[src/rtl/div_pkg.sv]
// div_pkg: shared op encodings, special-result codes, FSM states and queue control fields for the divide unit
package div_pkg;
    localparam logic [1:0] OP_DIV  = 2'd0;
    localparam logic [1:0] OP_DIVU = 2'd1;
    localparam logic [1:0] OP_REM  = 2'd2;
    localparam logic [1:0] OP_REMU = 2'd3;
    typedef enum logic [1:0] {NORMAL, DZ, OVF} spec_e;
    typedef enum logic [2:0] {IDLE, LOAD, ITER, FIX, OUT} state_e;
    typedef struct packed {
        logic  q_neg;
        logic  r_neg;
        logic  is_rem;
        spec_e spec;
    } ctl_t;
endpackage

[src/rtl/div_core_iter.sv]
// div_core_iter: unsigned restoring divider retiring RB quotient bits per cycle on an XLEN+1-bit partial remainder
module div_core_iter #(
    parameter int XLEN = 32,
    parameter int RB = 2
) (
    input  logic            clk,
    input  logic            reset,
    input  logic            hold,
    input  logic            start,
    input  logic [XLEN-1:0] dividend,
    input  logic [XLEN-1:0] divisor,
    output logic            done,
    output logic [XLEN-1:0] q,
    output logic [XLEN-1:0] r
);
    localparam int N = XLEN / RB;
    localparam int CW = $clog2(N + 1);
    logic [XLEN-1:0] pr_q, pr_d, dq_q, dq_d, dv_q;
    logic [XLEN:0] w;
    logic ge;
    logic [CW-1:0] cnt_q;
    // dq holds the unconsumed dividend bits on top and the quotient bits shifted in below
    always_comb begin
        w = {1'b0, pr_q};
        dq_d = dq_q;
        ge = 1'b0;
        for (int i = 0; i < RB; i++) begin
            w = {w[XLEN-1:0], dq_d[XLEN-1]};
            ge = w >= {1'b0, dv_q};
            w = ge ? w - {1'b0, dv_q} : w;
            dq_d = {dq_d[XLEN-2:0], ge};
        end
        pr_d = w[XLEN-1:0];
        done = cnt_q == CW'(1);
        q = dq_q;
        r = pr_q;
    end
    always_ff @(posedge clk) begin
        if (reset) begin
            pr_q <= '0;
            dq_q <= '0;
            dv_q <= '0;
            cnt_q <= '0;
        end else if (!hold) begin
            if (start) begin
                pr_q <= '0;
                dq_q <= dividend;
                dv_q <= divisor;
                cnt_q <= CW'(N);
            end else if (cnt_q != '0) begin
                pr_q <= pr_d;
                dq_q <= dq_d;
                cnt_q <= cnt_q - 1'b1;
            end
        end
    end
endmodule

[src/rtl/div_unit_param.sv]
// div_unit_param: queued in-order DIV/DIVU/REM/REMU unit with RISC-V special results, pause and flush
module div_unit_param
    import div_pkg::*;
#(
    parameter int XLEN = 32,
    parameter int RB = 2,
    parameter int QDEPTH = 4,
    parameter int TAG_W = 7
) (
    input  logic             clk,
    input  logic             reset,
    input  logic             pause,
    input  logic             flush,
    input  logic             in_valid,
    output logic             in_ready,
    input  logic [1:0]       in_op,
    input  logic [XLEN-1:0]  in_rs1,
    input  logic [XLEN-1:0]  in_rs2,
    input  logic [TAG_W-1:0] in_tag,
    output logic             out_valid,
    output logic [TAG_W-1:0] out_tag,
    output logic [XLEN-1:0]  out_data,
    output logic             busy
);
    localparam int PW = $clog2(QDEPTH);
    localparam logic [PW:0] CNT_FULL = (PW+1)'(QDEPTH);
    localparam logic [XLEN-1:0] SMIN = {1'b1, {(XLEN-1){1'b0}}};
    typedef struct packed {
        ctl_t ctl;
        logic [TAG_W-1:0] tag;
        logic [XLEN-1:0] a;
        logic [XLEN-1:0] b;
    } entry_t;
    entry_t mem_q [QDEPTH];
    entry_t cur_q, in_e;
    logic [PW-1:0] wp_q, rp_q;
    logic [PW:0] cnt_q;
    state_e st_q, st_d;
    logic [XLEN-1:0] out_data_q, q_mag, q_val, r_mag, r_val, core_q, core_r;
    logic [TAG_W-1:0] out_tag_q;
    logic sgn, s1, s2, enq, deq, core_done, core_start;
    always_comb begin
        sgn = in_op == OP_DIV || in_op == OP_REM;
        s1 = sgn & in_rs1[XLEN-1];
        s2 = sgn & in_rs2[XLEN-1];
        in_e.ctl.q_neg = s1 ^ s2;
        in_e.ctl.r_neg = s1;
        in_e.ctl.is_rem = in_op == OP_REM || in_op == OP_REMU;
        in_e.ctl.spec = ~|in_rs2 ? DZ : (sgn && in_rs1 == SMIN && &in_rs2) ? OVF : NORMAL;
        in_e.tag = in_tag;
        in_e.a = s1 ? -in_rs1 : in_rs1;
        in_e.b = s2 ? -in_rs2 : in_rs2;
        in_ready = cnt_q != CNT_FULL;
        enq = in_valid & in_ready & ~pause & ~flush;
        deq = st_q == IDLE && cnt_q != '0 && !pause && !flush;
        core_start = st_q == LOAD && cur_q.ctl.spec == NORMAL;
        st_d = st_q == IDLE ? (cnt_q != '0 ? LOAD : IDLE) :
               st_q == LOAD ? (cur_q.ctl.spec == NORMAL ? ITER : FIX) :
               st_q == ITER ? (core_done ? FIX : ITER) :
               st_q == FIX  ? OUT : IDLE;
        // special codes bypass the core: DZ keeps |rs1| for the remainder, OVF returns rs1 as quotient
        q_mag = cur_q.ctl.spec == OVF ? cur_q.a : core_q;
        q_val = cur_q.ctl.spec == DZ ? '1 : cur_q.ctl.q_neg ? -q_mag : q_mag;
        r_mag = cur_q.ctl.spec == DZ ? cur_q.a : cur_q.ctl.spec == OVF ? '0 : core_r;
        r_val = cur_q.ctl.r_neg ? -r_mag : r_mag;
        out_valid = st_q == OUT && !pause && !flush;
        out_tag = out_tag_q;
        out_data = out_data_q;
        busy = cnt_q != '0 || st_q != IDLE;
    end
    always_ff @(posedge clk) begin
        if (enq) mem_q[wp_q] <= in_e;
    end
    always_ff @(posedge clk) begin
        if (reset) begin
            wp_q <= '0;
            rp_q <= '0;
            cnt_q <= '0;
            cur_q <= '0;
            out_tag_q <= '0;
            out_data_q <= '0;
            st_q <= IDLE;
        end else if (flush) begin
            wp_q <= '0;
            rp_q <= '0;
            cnt_q <= '0;
            st_q <= IDLE;
        end else if (!pause) begin
            if (enq) wp_q <= wp_q + 1'b1;
            if (deq) begin
                cur_q <= mem_q[rp_q];
                rp_q <= rp_q + 1'b1;
            end
            cnt_q <= cnt_q + (PW+1)'(enq) - (PW+1)'(deq);
            if (st_q == FIX) begin
                out_data_q <= cur_q.ctl.is_rem ? r_val : q_val;
                out_tag_q <= cur_q.tag;
            end
            st_q <= st_d;
        end
    end
    div_core_iter #(.XLEN(XLEN), .RB(RB)) u_core (
        .clk(clk),
        .reset(reset | flush),
        .hold(pause),
        .start(core_start),
        .dividend(cur_q.a),
        .divisor(cur_q.b),
        .done(core_done),
        .q(core_q),
        .r(core_r)
    );
endmodule

[config.mk]
export PLATFORM = sky130hd
export DESIGN_NAME = div_unit_param
export DESIGN_NICKNAME = d
export VERILOG_FILES = /design/src/rtl/div_pkg.sv /design/src/rtl/div_core_iter.sv /design/src/rtl/div_unit_param.sv
export SDC_FILE = /design/constraint.sdc
export NUM_CORES = 1
export LEC_CHECK = 0
export CORE_ASPECT_RATIO = 0.6
export CORE_UTILIZATION = 50
export CTS_CLUSTER_DIAMETER = 200
export DETAILED_ROUTE_END_ITERATION = 10
export PLACE_DENSITY_LB_ADDON = 0.2
export RECOVER_POWER = 100
export SYNTH_ARGS = -nofsm -noshare
export SYNTH_HDL_FRONTEND = slang
export SYNTH_SLANG_ARGS = --single-unit
[constraint.sdc]
create_clock -name clk -period 5.7 [get_ports clk]
set_input_delay 0.855 -clock clk [delete_from_list [all_inputs] [get_ports clk]]
set_output_delay 0.855 -clock clk [all_outputs]
set_load 0.01 [all_outputs]
==> flow_summary.ini <==
[outcome]
status = complete, but fails checks
violations = max-capacitance violations, max-slew violations

[clock_network]
clk-insertion-delay-late_ns = 0.61
cts_tree = done
cts_buffers = 49
hold_buffers = 0
cts_buffer_depth = 3
cts-root-buf = clkbuf_16
cts.reportedPaths.clkPinSlew_ns = 0.07
clock-sinks = 530
h-tree-depth = 2

[timing]
finalHoldViolCount = 0
maxSlewViolCount = 488
period_minus_slack_ns = 5.659
rsz0062_at_grt = true
hold_ws_ns = 0.4439
setup_viol = 0
min_period_over_period_pct = 99.28
max_freq_ghz = 0.1767
fin_worst_skew_ns = 0.02338
setup_tns_ns = 0
worst_pin_slew_ns = 3.814
maxSlewHeadroom_pct = -154.2

[drt]
drc = 0
initialDrtViolationCount = 2042
routed_via_density = 5.979
wl_um = 80700
dr.pass1.iters = 7
ant_nets = 0
post_drt_wl_per_cell_um = 21.89
vias = 22040

[floorplanning]
io_pins = 120
dieArea_um2 = 56720
rows = 66
die_y_um = 184.9
die_w_um = 306.8
core-area_um2 = 54580
initial_core_util_pct = 51.06

[worst_setup_path]
worstSetupStartpointType = flop
end_kind = flop
r2r_cells = 25
ff2ff_setup_slack_ns = 0.04
regToRegStartpoint = u_core.dv_q[14]$_SDFFE_PP0P_
critical_path_arrival_ns = 6.12
cp_data_required_time_ns = 6.16
crit_type = reg2reg
cp_max_fo = 8
reg2reg_to = u_core.r[14]$_SDFFE_PP0P_

[power_and_ir_drop]
combPwrFrac_pct = 3.8
power_density_nw_per_um2 = 236.9
power.switching_w = 0.001736
p_sw_share_pct = 22.42
p_int_w = 0.006007
pwr-share-seq_pct = 53.0
ir_worst_vdd_uv = 199.5
total_power_w = 0.007742
leakagePower_nw = 11.49
clkPwrFrac_pct = 43.2

[synthesis]
ys_top_cells_by_area = edfxtp_1 33%, dfxtp_1 16%, mux4_2 6.1%
yosys.area.top_type_share_pct = 32.75
post-synth-top-count-cell = nand2_1
yosysWarnings = 0
yosysUniqueCellTypes = 89
syn_nets = 2860
synth.avg_cell_area_um2 = 10.32
ys_ff_latch = 530
synth_top_flop_cell = edfxtp_1
ys_seq_area_share_pct = 48.99
syn_area_um2 = 27870
yosys.area.top_type = edfxtp_1
synth_cells = 2701
synthArstFlopShare_pct = 0
synth_commonest_cells = 449 x nand2_1, 304 x edfxtp_1, 258 x a21oi_1, 226 x dfxtp_1, 189 x nor2_1
synth_edf_count = 304

[final_layout]
layout-drive-gt1-share_pct = 13.95
num_antenna_cells = 0
utilization_pct = 59.89
ff_latch_area_um2 = 13660
fin_cells = 3687
areaGrowthSynthToFinish_pct = 17.28
multiInputGateArea_um2 = 13520
nFillCells = 4513
nets = 3057

[placement]
dp_cells = 3580
hpwl_um = 56270
io_buffer_count = 119
place_congestion = 0.9743

[global_routing]
antenna_found_initial = 1
grt_max_degree = 81
grt_first_pass_wirelength_um = 123400
grt_use_total_pct = 28.29
grt_overflow_total = 0
grt_pass1_vias = 21150

[min_path]
hold_path_depth = 2
hold_class = reg2reg
min-delay-start = cur_q[29]$_SDFFE_PP0P_
hold_end = u_core.dv_q[29]$_SDFFE_PP0P_

[run]
cap_violations = 9
[metrics by stage]
stage	setup WS, ns	area (um^2)
2_1_floorplan	0.05767	27870
3_3_place_gp	-0.003086	30740
3_5_place_dp	-0.1833	30740
4_1_cts	0.01222	32450
5_1_grt	-0.1222	32690
6_report	0.04131	32690
[final cells by class]
type / count / share of cell area, %
multi-input cells: 1932 / 41.35
clock buffers: 61 / 4.015
flip-flops and latches: 530 / 41.79
inverters: 78 / 0.8957
clock inverters: 31 / 0.9110
well taps: 748 / 2.863
repair buffers: 307 / 8.176
[power groups by stage]
stage          Clock [W]  Sequential [W]  Combinational (W)
6_report         0.00334         0.00410           0.000297
5_1_grt          0.00353         0.00410           0.000321
4_1_cts          0.00340         0.00410           0.000300
3_5_place_dp           0         0.00418           0.000298
3_3_place_gp           0         0.00418           0.000288
2_1_floorplan          0         0.00418           0.000157
[registers in the layout, summed over array words and instances, names as in the netlist, 3 cells and up]
signal        cells
out_data         32
u_core.r         32
u_core.q         32
st_q              3
cnt_q             3
u_core.dv_q      32
u_core.cnt_q      5
cur_q            76
mem_q           304
out_tag           7
[worst max-delay path, stage by stage (launching register included)]
cell and delay (ns):
dfxtp_2 0.35, inv_2 0.05, ha_4 0.22, buf_6 0.12
nand4_1 0.24, nor4_4 0.08, a21boi_2 0.17, or4b_4 0.51
a21oi_4 0.18, o21ai_2 0.08, a31o_4 0.30, mux2_4 0.32
inv_2 0.07, ha_4 0.19, nor2b_4 0.12, o31a_1 0.33
o31a_1 0.36, a21bo_2 0.28, o21a_4 0.23, a221oi_4 0.28
o211ai_1 0.18, a211oi_4 0.21, buf_6 0.18, buf_12 0.15
mux2i_1 0.21, o21ai_1 0.08
[per-layer routing]
layer	up-vias	wire, um	global-route usage, %	share of wire (%)
met2	850	34920	43.24	43
met4	0	2047	7.640	2.5
met1	10850	36320	40.40	45
met3	123	7412	6.430	9.2
met5	-	0	0	0
li1	10220	-	-	-
[worst max path at each step]
stage | start | depth (start not counted) | to | slack [ns]
global route | u_core.r[13]$_SDFFE_PP0P_ | 24 | u_core.r[14]$_SDFFE_PP0P_ | -0.12
finish | u_core.dv_q[14]$_SDFFE_PP0P_ | 25 | u_core.r[14]$_SDFFE_PP0P_ | 0.04
CTS | u_core.dv_q[14]$_SDFFE_PP0P_ | 25 | u_core.r[5]$_SDFFE_PP0P_ | 0.01
detailed placement | u_core.dv_q[14]$_SDFFE_PP0P_ | 23 | u_core.r[14]$_SDFFE_PP0P_ | -0.18
global placement | u_core.dv_q[14]$_SDFFE_PP0P_ | 23 | u_core.r[14]$_SDFFE_PP0P_ | -0.003
floorplan | u_core.dv_q[1]$_SDFFE_PP0P_ | 25 | u_core.r[26]$_SDFFE_PP0P_ | 0.06
[kinds of logic (layout without fill, tap and decap cells)]
family,Yosys count,after routing,synth area share (%)
simple gates,866,866,13.76
compound gates,602,602,13.50
flops,530,530,48.99
buf+inv,239,477,3.515
mux,198,198,10.70
xor+xnor,185,185,5.813
fa+ha+maj,81,81,3.717
[layout by cell type (no fill, tap or decap), types with 9 or more instances in the layout]
| master | Yosys | final |
|---|---|---|
| dlygate4sd3_1 | 0 | 56 |
| xnor2_1 | 109 | 109 |
| nand2b_1 | 18 | 18 |
| clkdlybuf4s50_1 | 0 | 62 |
| o21ai_1 | 39 | 40 |
| o21a_1 | 10 | 9 |
| inv_1 | 76 | 75 |
| mux2i_1 | 88 | 86 |
| a311oi_1 | 32 | 32 |
| xor2_1 | 76 | 76 |
| nor4_1 | 14 | 13 |
| dfxtp_1 | 226 | 223 |
| mux2_1 | 26 | 27 |
| clkbuf_16 | 0 | 52 |
| nand3_1 | 28 | 28 |
| o21ai_0 | 71 | 68 |
| a211oi_1 | 15 | 12 |
| edfxtp_1 | 304 | 304 |
| nor2_1 | 189 | 187 |
| ha_4 | 0 | 11 |
| o41ai_1 | 9 | 9 |
| nor2b_1 | 16 | 14 |
| nand2_1 | 449 | 448 |
| mux4_2 | 76 | 76 |
| ha_1 | 78 | 67 |
| a21oi_1 | 258 | 253 |
| nand4_1 | 25 | 27 |
| a221oi_1 | 25 | 24 |
| clkbuf_1 | 126 | 15 |
| nor3_1 | 58 | 56 |
| or3_1 | 12 | 11 |
| o31ai_1 | 23 | 24 |
| buf_4 | 4 | 167 |
| a31oi_1 | 12 | 11 |
| a21o_1 | 39 | 39 |
| o211ai_1 | 10 | 10 |
| and3_1 | 10 | 10 |
[repair_timing]
item | 4_1_cts | 5_1_grt
setup buffers | 3 | 9
pin swaps | 4 | 21
gates resized for setup | 10 | 44
endpoints found under the setup margin | 33 | 33
gates cloned | 1 | 2
Note: power is estimated with default switching activity, not from simulation.
